--- config.mk ---
export PLATFORM = sky130hd
export DESIGN_NAME = branch_target_predictor
export DESIGN_NICKNAME = d
export VERILOG_FILES = /design/src/rtl/branch_target_predictor.sv
export SDC_FILE = /design/constraint.sdc
export NUM_CORES = 2
export LEC_CHECK = 0
export CAP_MARGIN = 20
export CORE_ASPECT_RATIO = 0.7
export CORE_MARGIN = 4
export CORE_UTILIZATION = 55
export CTS_BUF_LIST = sky130_fd_sc_hd__clkbuf_2 sky130_fd_sc_hd__clkbuf_4 sky130_fd_sc_hd__clkbuf_8
export CTS_CLUSTER_DIAMETER = 200
export DETAILED_ROUTE_END_ITERATION = 8
export PLACE_DENSITY = 0.72
export SYNTH_ARGS = -nofsm -noshare
export SYNTH_HDL_FRONTEND = slang
export SYNTH_SLANG_ARGS = --single-unit
export TNS_END_PERCENT = 100
--- constraint.sdc ---
create_clock -name clk -period 10.8 [get_ports clk]
set_input_delay 1.08 -clock clk [delete_from_list [all_inputs] [get_ports clk]]
set_output_delay 1.08 -clock clk [all_outputs]
set_load 0.02 [all_outputs]
--- src/rtl/branch_target_predictor.sv ---
// IF-stage direct-mapped BTB with 2-bit saturating direction counters.
// Lookup is combinational from registered state; EX-stage outcomes train it on the next edge.
module branch_target_predictor #(
    parameter int ADDR_W = 32,
    parameter int IDX_W  = 4,
    parameter int CNT_W  = 16
) (
    input  logic              clk,
    input  logic              rst_n,
    input  logic [ADDR_W-1:0] pc_F,
    output logic              hit_F,
    output logic              prediction_F,
    output logic [ADDR_W-1:0] target_F,
    input  logic              upd_valid_E,
    input  logic [ADDR_W-1:0] pc_E,
    input  logic              taken_E,
    input  logic [ADDR_W-1:0] target_E,
    input  logic              hit_E,
    input  logic              prediction_E,
    output logic [CNT_W-1:0]  mispredict_cnt
);
    localparam int unsigned DEPTH = 1 << IDX_W;
    localparam int          TAG_W = ADDR_W - IDX_W;
    localparam logic [CNT_W-1:0] CNT_ONE = CNT_W'(1);

    logic              valid_q [DEPTH];
    logic [TAG_W-1:0]  tag_q   [DEPTH];
    logic [ADDR_W-1:0] tgt_q   [DEPTH];
    logic [1:0]        ctr_q   [DEPTH];
    logic [CNT_W-1:0]  cnt_q, cnt_d;

    logic [IDX_W-1:0]  idx_F, idx_E;
    logic [TAG_W-1:0]  tag_F, tag_E;
    logic              ent_hit_E, wr_en, mispredict;
    logic              valid_d;
    logic [TAG_W-1:0]  tag_d;
    logic [ADDR_W-1:0] tgt_d;
    logic [1:0]        ctr_d;

    assign idx_F = pc_F[IDX_W-1:0];
    assign tag_F = pc_F[ADDR_W-1:IDX_W];
    assign idx_E = pc_E[IDX_W-1:0];
    assign tag_E = pc_E[ADDR_W-1:IDX_W];

    assign hit_F          = valid_q[idx_F] && (tag_q[idx_F] == tag_F);
    assign prediction_F   = hit_F && ctr_q[idx_F][1];
    assign target_F       = hit_F ? tgt_q[idx_F] : '0;
    assign mispredict_cnt = cnt_q;

    assign ent_hit_E  = valid_q[idx_E] && (tag_q[idx_E] == tag_E);
    assign mispredict = upd_valid_E &&
                        ((hit_E && (prediction_E != taken_E)) || (!hit_E && taken_E));

    always_comb begin
        wr_en   = 1'b0;
        valid_d = valid_q[idx_E];
        tag_d   = tag_q[idx_E];
        tgt_d   = tgt_q[idx_E];
        ctr_d   = ctr_q[idx_E];
        if (upd_valid_E) begin
            if (ent_hit_E) begin
                wr_en = 1'b1;
                if (taken_E) begin
                    ctr_d = (ctr_q[idx_E] == 2'b11) ? 2'b11 : ctr_q[idx_E] + 2'd1;
                    tgt_d = target_E;
                end else begin
                    ctr_d = (ctr_q[idx_E] == 2'b00) ? 2'b00 : ctr_q[idx_E] - 2'd1;
                end
            end else if (taken_E) begin
                // Not-taken misses leave any resident victim entry alone.
                wr_en   = 1'b1;
                valid_d = 1'b1;
                tag_d   = tag_E;
                tgt_d   = target_E;
                ctr_d   = 2'b10;
            end
        end
        cnt_d = (mispredict && (cnt_q != '1)) ? cnt_q + CNT_ONE : cnt_q;
    end

    always_ff @(posedge clk or negedge rst_n) begin
        if (!rst_n) begin
            for (int unsigned i = 0; i < DEPTH; i++) begin
                valid_q[i] <= 1'b0;
                tag_q[i]   <= '0;
                tgt_q[i]   <= '0;
                ctr_q[i]   <= 2'b01;
            end
            cnt_q <= '0;
        end else begin
            if (wr_en) begin
                valid_q[idx_E] <= valid_d;
                tag_q[idx_E]   <= tag_d;
                tgt_q[idx_E]   <= tgt_d;
                ctr_q[idx_E]   <= ctr_d;
            end
            cnt_q <= cnt_d;
        end
    end
endmodule
; Word-level counts from Yosys, hierarchy flattened
; Cells that the tools add are included.
[classes]
addsub = 3
magnitude_cmp = 3
n_eq_ne = 5
muxes = 54
bitwise = 2
n_reduce_logical = 11
[op_table]
columns = cell, n
row1 = $bwmux 512, 1
row2 = $bwmux 448, 1
row3 = $bmux 32 s4, 2
row4 = $mux 32, 8
row5 = $bmux 28 s4, 2
row6 = $mux 28, 8
row7 = $demux 32 s4, 1
row8 = $demux 28 s4, 1
row9 = $eq 28x28->1, 2
row10 = $bwmux 32, 1
row11 = $mux 2, 11
row12 = $add 16x1->16 const B, 1
row13 = $bmux 2 s4, 2
row14 = $bwmux 16, 1
row15 = $ne 16x16->1 const B, 1
row16 = $mux 1, 11
row17 = $ge 5x5->1 const B, 2
row18 = $not 4->5, 2
row19 = $bmux 1 s4, 2
row20 = $demux 2 s4, 1
row21 = $logic_and 1x1->1, 8
row22 = $lt 5x1->1 const B, 1
row23 = $demux 1 s4, 1
row24 = $add 2x1->2 const B, 1
row25 = other kinds (6), 6
[word_totals]
regBits = 1024
output_inout_bits = 50
word_cells = 143

; Depth between registers and ports, before layout
[depth]
ltp_word = 10
depth_mapped = 18
mapped_depth_nobuf = 10

; Least setup slack after synthesis
; No wires, ideal clock.
[synth_path]
path_type = input port to output port
start = in pc_F[0]
end = out target_F[10]
t_arrival_ps = 4495
t_required_ps = 9720
path_slack_ps = 5225
path_stages = 11
n_path_buf = 4
path_cell_list = clkbuf_1 buf_1 buf_1 mux4_2 mux4_2 xnor2_1 nand4_1 nor4_1 nand4_1 clkbuf_1 nor2b_1
[synth_via]
elab_chain_len = 7
word_cells_on_any_way = 13
cone_classes = eq/ne (1) / mux (10) / bitwise (1) / reduce/logical (1)
[synth_lines]
columns = element, line_no
row1 = "start, declared", 10  ; input logic [ADDR_W-1:0] pc_F,
row2 = $not 4->5 (not written as such) (*), "45, 47"
row3 = $bmux 28 s4, 45  ; assign hit_F = valid_q[idx_F] && (tag_q[idx_F] == tag_F);
row4 = $mux 28 (not written as such) (2 in series), 45
row5 = $eq 28x28->1, 45
row6 = $logic_and 1x1->1, 45
row7 = $mux 32 (*), 47  ; assign target_F = hit_F ? tgt_q[idx_F] : '0;
row8 = "end, declared", 13  ; output logic [ADDR_W-1:0] target_F,
; Mark *: on every way between the ends. The rest lies on a longest branch, timed or not. The select of a mux whose other input is x is not followed.

; Final worst setup path
[layout_path]
start = in pc_F[0]
end = out target_F[2]
; The elaborated chain is that of the path after synthesis.

==> summary.md <==
| Metric | Value |
|---|---|
| Status | `finished, final reports clean` |
| GPL Wtd Cong | `0.919` |
| DR vias | `35300` |
| Setup TNS | `0 ns` |
| Synth warnings | `0` |
| CTS Buf Count | `161` |
| CP top delay family | `buffers and inverters` |
| Critical path's largest stage delay | `0.76 ns` |
| Worst min path class | `in2async` |
| Initial Util | `0.555` |
| Post-CTS Setup Inserts | `0` |
| Post-synth EDFFs | `0` |
| Final setup fails | `0` |
| Worst setup path class | `in2out` |
| Sink Count | `1024` |
| Total GRT Usage | `0.301` |
| Crit share post-route | `0.685` |
| R2r endpoint | `tag_q[269]` |
| Die area | `109000 sq um` |
| Slew @ Worst Pin | `1.19 ns` |
| DRC | `0` |
| Slew Viols, Final | `0` |
| R2r setup slk | `5.26 ns` |
| I/O Pins | `152` |
| Placed Area | `58800 sq um` |
| Worst Skew | `0.0378 ns` |
| Max cap viols | `0` |
| Initial antenna violation count | `2` |
| Vias per inst | `6.90` |
| Startpoint Class | `input pin` |
| Worst Setup Slack, final | `3.40 ns` |
| Commonest non-fill, non-tap cell in the layout | `dfrtp_1` |
| Total Power | `10.9 mW` |
| Crit-path slowest cell | `nor4_1` |
| Worst-path maximum fanout | `65` |
| IO buf count | `151` |
| First-pass iteration count of the detailed router | `6` |
| Initial DRC count | `3386` |
| Final instance area | `62400 sq um` |
| Hold Fails Final Rpt | `0` |
| Max VDD drop | `0.113 mV` |
| GRT overflow | `0` |
| Critical Path End Type | `output pin` |
| Top_reg_cell synth | `dfrtp_1` |
| Largest net degree at the start of global routing | `158` |
| Clk_lat worst skew | `0.86 ns` |
| Worst EP required | `9.72 ns` |
| Core Area | `102000 sq um` |
| # resized after CTS | `0` |
| Clock H-tree levels | `4` |
| CTS Buffer Depth | `3` |
| Number of global-route vias before repair | `37300` |
| CTS Root Buffer Type | `clkbuf_8` |
| FFs w/ async S/R, synth | `1.00` |
| First-pass GRT wire length | `245 mm` |
| RSZ-0062 raised after global routing | `no` |
| Syn-to-layout area delta | `9.95%` |
| CP Buf/Inv Count | `4` |
| DR WL/cell | `31.6 microns` |
| Avg Cell Area, Syn | `15.8 sq um` |
| Clk slew on worst S/H paths | `0.06 ns` |
| Power per cell area | `174 nW/um^2` |
| Flops & latches, synth | `1024` |
| Static Leakage | `27.9 nW` |
| Reg-to-reg critical path startpoint | `tag_q[36]` |
| Post-DRT Antenna Nets | `0` |
| Min Tclk post-route | `7.40 ns` |
| Hold slack | `0.291 ns` |
| Register area share after synthesis | `0.452` |
| Commonest cells after routing, fill and taps aside | `1008 x dfrtp_1, 738 x mux2_2, 568 x mux4_2` |
| Syn nets | `3694` |
| Nets | `3731` |
| Post-Syn Area | `56800 sq um` |
| Die height | `277 microns` |
| Worst slack at placement | `3.29 ns` |
| Arr. time, crit path | `6.32 ns` |
| Drt total wl | `162 mm` |
| Max-slew headroom | `0.201` |
| Share of layout cells above drive strength 1 | `0.493` |
| Die width | `392 microns` |
| Worst r2r path cells | `12` |
| Placement row count | `98` |
| Hold-fix buffer count after cts | `0` |
| Synthesized instance count | `3591` |
| TritonCTS clock tree | `done` |
| DPL Wire Length | `95.0 mm` |
| Worst path cell trace | `buf_8 > buf_4 > mux4_2 > mux4_2 > xnor2_1 > nand4_1 > nor4_1 > nand4_1 > buf_4 > nor2b_1 > clkdlybuf4s50_1` |
| Achievable Freq | `135 MHz` |
| Synth cell types | `71` |
==> sequential cells by signal (all words and copies together) (netlist names) <==
signal,count
tgt_q,512
tag_q,448
ctr_q,32
mispredict_cnt,16
valid_q,16
==> metal layers <==
metal	vias up	GRT usage	routed length, microns
met2	1748	0.452	74400
met3	337	0.0722	14000
met5	-	0	0
li1	14000	-	-
met1	19200	0.435	68400
met4	0	0.101	4910
==> synth_stat cells (11+ instances only) <==
library cell  instances  share of area
nand2b_1             15         0.0017
dfrtp_1            1008           0.44
nor2b_1              42         0.0046
buf_1                42         0.0028
dfstp_2              16         0.0074
buf_6                46         0.0091
nor2_1               21         0.0014
buf_2               105         0.0093
nand2_1              79         0.0052
mux2i_1             102          0.018
a22oi_1              18         0.0024
xor2_1               38         0.0059
clkbuf_1            149         0.0098
buf_4                11         0.0015
nor3_1               24         0.0021
mux2_2              738           0.15
mux2_4              118          0.031
mux4_2              568           0.23
nand4_1              12         0.0013
a21oi_1              28         0.0025
o21ai_0              22         0.0019
mux2_1              198          0.039
nand3_1              14         0.0012
xnor2_1              53         0.0082
==> report_power, final <==
part	internal (mW)	leakage, nW	switching (mW)	total (mW)
clock	1.92	1.85	1.61	3.53
sequential	4.45	13.6	0.512	4.96
combinational	1.32	12.4	1.04	2.36
total	7.69	27.9	3.16	10.9
==> area by class of cell <==
| type | instances | area (sq um) |
|---|---|---|
| sequential | 1024 | 25600 |
| multi-input combinational | 2205 | 29300 |
| tap | 1350 | 1690 |
| fill | 7491 | 39800 |
| clock buffer | 263 | 3230 |
| clock inverter | 33 | 229 |
| timing repair buffer | 227 | 2300 |
| inverter | 9 | 33.8 |
| antenna | 1 | 2.50 |
==> worst max path at each step <==
stage,from,endpoint,slack (ns),depth (start not counted)
global route,pc_F[0],target_F[2],3.10,11
floorplan,pc_F[0],target_F[10],5.22,11
finish,pc_F[0],target_F[2],3.40,11
CTS,pc_F[0],target_F[2],3.35,11
global placement,pc_E[1],tgt_q[209],3.37,13
detailed placement,pc_E[1],tgt_q[211],3.29,13
==> logic make-up after synthesis <==
logic type                 Yosys count  synth area share
buffers and inverters              362            0.0331
xor gates and xnor gates            91            0.0140
AOI/OAI and AO/OA                  124            0.0150
muxes                             1724             0.460
and+or+nand+nor                    264            0.0259
DFF                               1024             0.452
adders and majority gates            2          0.000397
==> per-stage QoR <==
step | std cells | util
5_1_grt | 5112 | 0.611
6_report | 5112 | 0.611
4_1_cts | 5098 | 0.609
3_3_place_gp | 4802 | 0.575
3_5_place_dp | 4802 | 0.575
2_1_floorplan | 3591 | -
Power figures use the tool's default switching activity.
